===== src/rtl/clk_heartbeat_tx.sv =====
// Heartbeat transmitter: a Gray-coded counter advanced at a programmable rate.
// The far end only ever sees single-bit code changes. On disable the counter
// keeps stepping at the same rate until it reaches 0, then parks, so the
// receiver always comes to rest on code 0.
module clk_heartbeat_tx #(
   parameter int WIDTH = 4,
   parameter int DIV_W = 8
) (
   input  logic             clk,
   input  logic             rst,
   input  logic             enable,
   input  logic [DIV_W-1:0] div,
   output logic [WIDTH-1:0] gray_out,
   output logic [WIDTH-1:0] bin_out,
   output logic             active,
   output logic             wrap_pulse
);

   typedef enum logic [1:0] {
      IDLE  = 2'd0,
      RUN   = 2'd1,
      DRAIN = 2'd2
   } state_t;

   state_t           r_state;
   logic [WIDTH-1:0] r_bin;
   logic [WIDTH-1:0] r_gray;
   logic [DIV_W-1:0] r_presc;
   logic             r_active;
   logic             r_wrap;

   logic             w_tick;
   logic             w_inc;
   logic [WIDTH-1:0] w_bin_next;
   logic [WIDTH-1:0] w_gray_next;
   logic [DIV_W-1:0] w_presc_next;
   logic             w_wrap_next;

   // Prescaler countdown and counter step; the counter only moves while
   // running or draining, and only when the countdown has expired.
   always_comb begin
      w_tick       = (r_state != IDLE);
      w_inc        = w_tick && (r_presc == '0);
      w_bin_next   = r_bin;
      w_presc_next = r_presc;
      w_wrap_next  = 1'b0;
      if (w_inc) begin
         w_bin_next   = r_bin + 1'b1;
         w_presc_next = div;
         w_wrap_next  = &r_bin;
      end else if (w_tick) begin
         w_presc_next = r_presc - 1'b1;
      end
   end

   // Gray encoding of the next count, so gray_out moves on the same edge as bin_out.
   genvar gi;
   generate
      for (gi = 0; gi < WIDTH - 1; gi++) begin : g_gray
         assign w_gray_next[gi] = w_bin_next[gi] ^ w_bin_next[gi+1];
      end
   endgenerate
   assign w_gray_next[WIDTH-1] = w_bin_next[WIDTH-1];

   // Control FSM with registered counter, code, status and wrap outputs.
   always_ff @(posedge clk) begin
      if (rst) begin
         r_state  <= IDLE;
         r_bin    <= '0;
         r_gray   <= '0;
         r_presc  <= '0;
         r_active <= 1'b0;
         r_wrap   <= 1'b0;
      end else begin
         case (r_state)
            IDLE: begin
               r_wrap <= 1'b0;
               if (enable) begin
                  // Load a full period so div=0 steps on the edge after entry.
                  r_state  <= RUN;
                  r_presc  <= div;
                  r_active <= 1'b1;
               end
            end
            RUN, DRAIN: begin
               r_bin   <= w_bin_next;
               r_gray  <= w_gray_next;
               r_presc <= w_presc_next;
               r_wrap  <= w_wrap_next;
               if (enable) begin
                  // Re-enable from DRAIN resumes without touching the countdown.
                  r_state  <= RUN;
                  r_active <= 1'b1;
               end else if (w_bin_next == '0) begin
                  r_state  <= IDLE;
                  r_active <= 1'b0;
               end else begin
                  r_state  <= DRAIN;
                  r_active <= 1'b1;
               end
            end
            default: begin
               r_state  <= IDLE;
               r_active <= 1'b0;
               r_wrap   <= 1'b0;
            end
         endcase
      end
   end

   assign gray_out   = r_gray;
   assign bin_out    = r_bin;
   assign active     = r_active;
   assign wrap_pulse = r_wrap;

endmodule

===== config.mk =====
export PLATFORM = sky130hd
export DESIGN_NAME = clk_heartbeat_tx
export DESIGN_NICKNAME = d
export VERILOG_FILES = /design/src/rtl/clk_heartbeat_tx.sv
export SDC_FILE = /design/constraint.sdc
export NUM_CORES = 1
export LEC_CHECK = 0
export CAP_MARGIN = 20
export CORE_ASPECT_RATIO = 1.4
export CORE_MARGIN = 4
export CORE_UTILIZATION = 55
export CTS_BUF_LIST = sky130_fd_sc_hd__clkbuf_8 sky130_fd_sc_hd__clkbuf_16
export CTS_CLUSTER_DIAMETER = 100
export CTS_CLUSTER_SIZE = 20
export DETAILED_ROUTE_END_ITERATION = 8
export HOLD_SLACK_MARGIN = 0.02
export PLACE_DENSITY = 0.88
export SLEW_MARGIN = 0
export SYNTH_ARGS = -nofsm -noshare
export SYNTH_HDL_FRONTEND = slang
export SYNTH_SLANG_ARGS = --single-unit

===== constraint.sdc =====
create_clock -name clk -period 4.45 [get_ports clk]
set_input_delay 0.445 -clock clk [delete_from_list [all_inputs] [get_ports clk]]
set_output_delay 0.445 -clock clk [all_outputs]
set_load 0.02 [all_outputs]

Word level (Yosys, flattened, before mapping)
Cells that the tools add are included.
{"block": "word_totals", "reg_bits": 20, "inputBits": 11, "out_inout_bits": 10, "elab_cells": 40}
{"block": "classes", "add_sub_neg": 2, "eq_ne": 4, "mux": 13, "bitwise": 5, "n_reduce_logical": 10}
{"cell": "$mux 8", "count": 3}
{"cell": "$pmux 8 s2", "count": 1}
{"cell": "$logic_not 8->1", "count": 1}
{"cell": "$sub 8x1->8 const B", "count": 1}
{"cell": "$mux 2", "count": 3}
{"cell": "$add 4x1->4 const B", "count": 1}
{"cell": "$logic_not 4->1", "count": 1}
{"cell": "$mux 4", "count": 1}
{"cell": "$pmux 2 s2", "count": 1}
{"cell": "$reduce_and 4->1", "count": 1}
{"cell": "$reduce_bool 2->1", "count": 2}
{"cell": "$mux 1", "count": 3}
{"cell": "$ne 3x3->1 const B", "count": 1}
{"cell": "$reduce_and 3->1", "count": 1}
{"cell": "$reduce_or 3->1", "count": 1}
{"cell": "$xor 1x1->1", "count": 3}
{"cell": "$eq 2x1->1 const B", "count": 1}
{"cell": "$eq 2x2->1 const B", "count": 1}
{"cell": "$logic_not 2->1", "count": 1}
{"cell": "$ne 2x2->1 const B", "count": 1}
{"cell": "$not 1->1", "count": 2}
{"cell": "$pmux 1 s2", "count": 1}
{"cell": "$reduce_or 2->1", "count": 1}
{"cell": "$logic_and 1x1->1", "count": 1}

Depth between registers and ports, before layout
Gate-level depths: netlist of the first run.
{"block": "logic_depth", "ltp_word": 7, "ltp_mapped": 11, "mapped_depth_nobuf": 10}

Worst setup path after synthesis of the first run
No wires, ideal clock.
{"block": "synth_path", "kind": "reg2reg", "start": "register r_presc[0]", "end": "register r_state[1]", "setup_ns": 0.078, "arrival_ns": 2.157, "t_required_ns": 4.372, "path_slack_ns": 2.215, "stages_incl_launch_ff": 12, "path_buffers": 1, "period_less_slack_ns": 2.235, "cell_sequence": "dfxtp_1 -> inv_1 -> ha_1 -> nor4b_4 -> and2_2 -> clkbuf_2 -> nand2_1 -> xor2_1 -> ha_1 -> a2111oi_0 -> a21oi_1 -> nor3_1"}
{"block": "synth_via", "elab_chain_len": 7}
{"element": "start, declared", "line_no": "28", "text": "logic [DIV_W-1:0] r_presc;"}
{"element": "start signal, assigned", "line_no": "81", "text": "r_presc <= div;"}
{"element": "start signal, assigned", "line_no": "88", "text": "r_presc <= w_presc_next;"}
{"element": "$logic_not 8->1", "line_no": "43", "text": "w_inc = w_tick && (r_presc == '0);"}
{"element": "$logic_and 1x1->1", "line_no": "43"}
{"element": "$mux 4", "line_no": "47", "text": "if (w_inc) begin"}
{"element": "$logic_not 4->1", "line_no": "94", "text": "end else if (w_bin_next == '0) begin"}
{"element": "$mux 2", "line_no": "94"}
{"element": "$mux 2", "line_no": "90", "text": "if (enable) begin"}
{"element": "$pmux 2 s2", "line_no": "75", "text": "case (r_state)"}
{"element": "end signal, assigned", "line_no": "92", "text": "r_state <= RUN;"}
{"element": "end signal, assigned", "line_no": "95", "text": "r_state <= IDLE;"}
{"element": "end signal, assigned", "line_no": "98", "text": "r_state <= DRAIN;"}
{"element": "end, declared", "line_no": "25", "text": "state_t r_state;"}
No other way between the ends.
A chain may end at the register's enable or synchronous reset.

Worst setup path in the final report of the first run
Same ends and word-level chain as after synthesis.

==> impl_metrics.tcl, run 1 <==
set metrics [dict create \
    final_max_slew_viol_count 0 \
    comb_power_share_pct 23.7 \
    ys_top_cells_by_count "dfxtp_1, nor2_1, inv_1, nor3_1, mux2i_1" \
    synth_top_area_share_pct 31.7 \
    cts_tree "yes" \
    worstMarginPinSlew_ps 775 \
    internal-power_uw 289 \
    clkSinkCount 19 \
    holdBufCountCts 0 \
    holdPathStages 2 \
    instances_no_fill 174 \
    dp.cells 170 \
    yosys.area.top_type "dfxtp_1" \
    gp_congestion 0.905 \
    synth_area_leaders "dfxtp_1, ha_1, mux2i_1" \
    syn_nets 156 \
    r2r_start "r_presc[0]$_SDFFE_PP0P_" \
    core.rowCount 19 \
    rsz0062_at_grt "no" \
    critPathMaxFanout 7 \
    drc 0 \
    r2r_end "r_state[1]$_SDFFE_PP0P_" \
    r2r_slack_ps 2030 \
    maxCapViolations 0 \
    grt_max_degree 22 \
    relSlewSlack_pct 48.1 \
    yosysMostFrequentCell "dfxtp_1" \
    seq_area_um2 380 \
    cts_buffer_depth 2 \
    multi_input_area_um2 726 \
    synthFlopType "dfxtp_1" \
    max_stage_delay_ps 390 \
    postCtsSetupRepairBufs 0 \
    viasPerCell 6.10 \
    antennaDiodeCount 0 \
    holdCritPathClass "reg -> reg" \
    cp-end-kind "register" \
    whs_endpoint "active$_SDFFE_PP0P_" \
    grt_pass1_vias 1147 \
    fin_skew_ps 1.84 \
    netlist_area_mm2 0.00120 \
    die_x_um 47.5 \
    setup_slack_ps 2030 \
    grt_pass1_wl_um 4790 \
    synth.avg_cell_area_um2 8.64 \
    arrival_ps 2590 \
    place_hpwl_um 1970 \
    ys_warn_count 0 \
    synthArstFlopShare_pct 0 \
    min_from "active$_SDFFE_PP0P_" \
    io_buffers 20 \
    ant_nets 0 \
    syn_inst 139 \
    wl_per_cell_um 15.5 \
    io_pins 21 \
    fmax_mhz 414 \
    ys_seq_area_share_pct 31.7 \
    wl_um 2690 \
    root_buffer "clkbuf_8" \
    start_kind "register" \
    cts_inserted_buffers 3 \
    place_ws_ps 2100 \
    crit_chain "inv_1 -> ha_1 -> nor4b_4 -> and2_2 -> nand2_1 -> xor2_1 -> ha_1 -> a2111oi_0 -> a21oi_1 -> nor3_1" \
    period_share_pct 54.3 \
    finalNetCount 171 \
    power_density_mw_per_mm2 292 \
    required_ps 4620 \
    htreeDepth 1 \
    path_common_cell "ha_1" \
    seq_power_share_pct 47.3 \
    status "complete, no violations" \
    overflow 0 \
    crit_slowest_cell "nor4b_4" \
    fin_setup_tns_ps 0 \
    area_growth_pct 17.3 \
    clk_latency_ps 260 \
    p_leak_nw 0.538 \
    core_area_mm2 0.00202 \
    p_clk_share_pct 29.0 \
    synth_seq_cells 19 \
    cts_resized 0 \
    first_pass_iters 4 \
    die_height_um 63.3 \
    critPathKind "reg -> reg" \
    synth_edf_count 0 \
    vias 1062 \
    switching_share_pct 29.7 \
    start_util_pct 59.4 \
    antenna_found_initial 0 \
    finalSetupViolCount 0 \
    drtIter0Drc 19 \
    layout_min_cycle_time_ps 2420 \
    synth_cell_types 45 \
    total_power_uw 412 \
    reg2reg_depth 10 \
    nFillCells 157 \
    power.switching_uw 122 \
    drive_gt1_share_pct 9.15 \
    finalHoldViolCount 0 \
    track_usage_pct 21.1 \
    peakVddDrop_uv 268 \
    clk_pin_slew_worst_paths_ps 70 \
    holdWs_ps 462 \
    dieArea_mm2 0.00301 \
]
registers in the layout, summed over array words and instances (netlist names):
name	count
r_presc	8
wrap_pulse	1
r_state	2
bin_out	4
active	1
gray_out	3
critical path, delay by kind of cell, from the launching register on:
| family | cells | cell delay (ps) |
|---|---|---|
| and+or+nand+nor | 4 | 900 |
| xor gates and xnor gates | 1 | 140 |
| buffers and inverters | 1 | 90 |
| DFF | 1 | 330 |
| adders and majority gates | 2 | 430 |
| AOI/OAI and AO/OA | 2 | 440 |
area by class of cell:
cell class	instances	area share [%]
clock buffer	3	2.93
clock inverter	1	0.355
inverter	8	2.13
multi-input combinational	102	51.5
sequential	19	27.0
tap	21	1.87
timing repair buffer	20	14.2
layer usage:
metal	routed length (um)	global-route usage (%)
met4	90	13.5
met1	1080	24.0
met3	85	2.56
met2	1440	34.4
met5	0	0
cells in the final DEF (no fill, tap or decap), types with 2 or more instances in the layout:
cell              n
o32ai_1           2
mux2i_1           7
dfxtp_1          19
nor4_1            3
nor2_1           15
and3_1            2
clkbuf_8          3
nand4_1           4
xor2_1            6
or3_1             2
a31oi_1           2
nor2b_1           2
nand2_1           5
o21ai_0           5
inv_1             8
nand3_1           3
o31a_1            2
a211oi_1          2
a21oi_1           5
clkdlybuf4s50_1  20
nor4b_1           2
ha_1              6
nor3_1            8
logic make-up (layout without fill, tap and decap cells):
kind of cell / Yosys count / count (layout) / share of synthesized area, %
multiplexers: 7 / 7 / 5.83
adder cells (fa/ha/maj): 6 / 6 / 6.25
buffers and inverters: 18 / 32 / 7.92
flip-flops: 19 / 19 / 31.7
XOR/XNOR: 7 / 7 / 5.10
AO/OA/AOI/OAI: 23 / 23 / 13.0
AND/OR/NAND/NOR: 59 / 59 / 30.2
power groups by stage:
| stage | clock network [mW] | registers (mW) | logic, mW |
|---|---|---|---|
| floorplan | 0 | 0.197 | 0.0717 |
| global placement | 0 | 0.197 | 0.0907 |
| detailed placement | 0 | 0.198 | 0.0955 |
| CTS | 0.121 | 0.194 | 0.0967 |
| global route | 0.132 | 0.196 | 0.107 |
| finish | 0.119 | 0.195 | 0.0976 |
metrics by stage:
stage	utilization (%)	instance area, um2
final	69.7	1410
after detailed placement	67.4	1360
after CTS	69.7	1410
after global placement	67.4	1360
after global routing	69.7	1410
after floorplan	-	1200
how the worst max path moves through the flow:
stage                                  from  cells after the start  slack [ps]                 endpoint
finish              r_presc[0]$_SDFFE_PP0P_                     10        2030  r_state[1]$_SDFFE_PP0P_
global route        r_presc[0]$_SDFFE_PP0P_                     10        1750  r_state[1]$_SDFFE_PP0P_
CTS                 r_presc[0]$_SDFFE_PP0P_                     10        2050  r_state[1]$_SDFFE_PP0P_
detailed placement  r_presc[0]$_SDFFE_PP0P_                     10        2100  r_state[1]$_SDFFE_PP0P_
global placement    r_presc[0]$_SDFFE_PP0P_                     10        2210  r_state[1]$_SDFFE_PP0P_
floorplan           r_presc[0]$_SDFFE_PP0P_                     11        2220  r_state[1]$_SDFFE_PP0P_
Note: power is estimated with default switching activity, not from simulation.
==> inputs of run 2 (changes only) <==
Settings changed: CORE_UTILIZATION 55 to 52, PLACE_DENSITY 0.88 to 0.84.
Clock period 4.45 ns to 2.5 ns, I/O delays scaled along.
==> run 2 against run 1 <==
  * Combinational power up 86%
  * Highest routed layer unchanged
  * Critical endpoint unchanged
  * Die area is 4.9% higher
  * Largest power group unchanged
  * Sequential power increased by 78%
  * Wire length up 6.8%
  * Maximum frequency is 4.7% higher
  * Global-route usage shrank 2.3 points
  * Largest cell class unchanged
  * Clock power is 77% higher
  * Register-to-register slack got worse by 1800 ps
  * Critical path type unchanged
  * Final cell count up 2.3%
  * Non-clock buffer count is 3 higher
==> impl_metrics.tcl, run 2 (synthesis gave the netlist of run 1 again) <==
set metrics [dict create \
    startpoint "r_state[0]$_SDFFE_PP0P_" \
    peakVddDrop_uv 308 \
    drtIter0Drc 35 \
    layout_commonest_cell "clkdlybuf4s50_1" \
    drc 0 \
    wl_per_cell_um 16.2 \
    die_x_um 48.6 \
    clk_latency_ps 260 \
    finalNetCount 174 \
    holdPathStages 2 \
    htreeDepth 1 \
    cts_inserted_buffers 3 \
    required_ps 2670 \
    viasPerCell 6.15 \
    ant_nets 0 \
    min_from "active$_SDFFE_PP0P_" \
    cts_tree "yes" \
    vias 1095 \
    whs_endpoint "active$_SDFFE_PP0P_" \
    largest-register "r_presc" \
    cp-end-kind "register" \
    grt_pass1_wl_um 4780 \
    arrival_ps 2480 \
    holdWs_ps 457 \
    fmax_mhz 433 \
    fin_skew_ps 0.907 \
    grt_max_degree 22 \
    status "complete, no violations" \
    start_kind "register" \
    nFillCells 181 \
    layout_min_cycle_time_ps 2310 \
    drive_gt1_share_pct 10.9 \
    reg2reg_depth 10 \
    io_buffers 20 \
    finalHoldViolCount 0 \
    grt_pass1_vias 1084 \
    dpl_cell_area_mm2 0.00138 \
    start_util_pct 54.5 \
    critPathKind "reg -> reg" \
    total_power_uw 741 \
    relSlewSlack_pct 46.5 \
    r2r_start "r_state[0]$_SDFFE_PP0P_" \
    r2r_slack_ps 190 \
    clkSinkCount 19 \
    clk_pin_slew_worst_paths_ps 70 \
    final_max_slew_viol_count 0 \
    power_density_mw_per_mm2 515 \
    wl_um 2880 \
    die_height_um 64.9 \
    r2r_end "r_state[1]$_SDFFE_PP0P_" \
    core.rowCount 20 \
    root_buffer "clkbuf_8" \
    antenna_found_initial 0 \
    final_cell_mix "clkdlybuf4s50_1, dfxtp_1, nor2_1, inv_1, nor3_1" \
    first_pass_iters 4 \
    area_growth_pct 19.7 \
    core_area_mm2 0.00220 \
    overflow 0 \
    track_usage_pct 18.8 \
    maxCapViolations 0 \
    fin_setup_tns_ps 0 \
    largest_reg_flops 8 \
    io_pins 21 \
    place_hpwl_um 2040 \
    antennaDiodeCount 0 \
    gp_congestion 0.898 \
    critPathMaxFanout 6 \
    fin_area_mm2 0.00144 \
    p_leak_nw 0.555 \
    period_share_pct 92.3 \
    holdCritPathClass "reg -> reg" \
    worstMarginPinSlew_ps 800 \
    dieArea_mm2 0.00315 \
    cts_buffer_depth 2 \
    finalSetupViolCount 0 \
]
## run 2: cell count changes in the layout (fill, tap and decap cells not counted), sizes merged
cell    delta
buf        +3
clkinv     -1
inv        +1
## run 2: how the worst max path moves through the flow
stage | end | slack, ps | cells after the start
4_1_cts | r_state[1]$_SDFFE_PP0P_ | 10 | 10
3_5_place_dp | r_state[1]$_SDFFE_PP0P_ | 110 | 10
5_1_grt | r_state[1]$_SDFFE_PP0P_ | -20 | 10
2_1_floorplan | r_state[1]$_SDFFE_PP0P_ | 270 | 11
6_report | r_state[1]$_SDFFE_PP0P_ | 190 | 10
3_3_place_gp | r_state[1]$_SDFFE_PP0P_ | 240 | 10
## run 2: critical path: stages (launching register included)
cell,delay [ps]
dfxtp_1,370
inv_1,60
ha_1,290
nor4_4,190
and2_2,260
nand2_1,80
xor2_1,140
ha_1,240
a2111oi_2,370
a21oi_1,80
nor3_1,130
## run 2: cell type report
type                            instances  area, um2  share of cell area [%]
Tap cell                               22       27.5                    1.91
Sequential cell                        19        380                    26.5
Inverter                                8       30.0                    2.09
Timing Repair Buffer                   23        223                    15.5
Clock buffer                            3       41.3                    2.87
Multi-Input combinational cell        102        732                    50.9
Clock inverter                          1       3.75                   0.261
## run 2: per-stage QoR
step / std cells / setup slack [ps] / utilization [%]
floorplan: 139 / 265 / -
global placement: 173 / 243 / 62.6
detailed placement: 173 / 112 / 62.6
CTS: 177 / 9.76 / 64.7
global route: 178 / -21.1 / 65.3
finish: 178 / 192 / 65.3
## run 2: power breakdown
group / leakage [nW] / switching [mW] / internal [mW]
logic: 0.373 / 0.0928 / 0.0891
clock network: 0.0269 / 0.102 / 0.109
registers: 0.156 / 0.0260 / 0.322
total: 0.555 / 0.221 / 0.520
## run 2: what timing repair did
action | in CTS | in global routing
endpoints found under the setup margin | 0 | 1
buffers inserted | 0 | 1
hold buffers | 0 | 0
endpoints found under the hold margin | 0 | 0
resized for setup | 0 | 2
## run 2: per-layer routing
metal  global-route usage [%]  vias to the layer above  part of all wire [%]
met1                     18.8                      515                    38
met5                        0                        -                     0
met4                     10.4                        0                   2.6
met2                     35.8                       42                    54
li1                         -                      527                     -
met3                     2.76                       11                   5.3
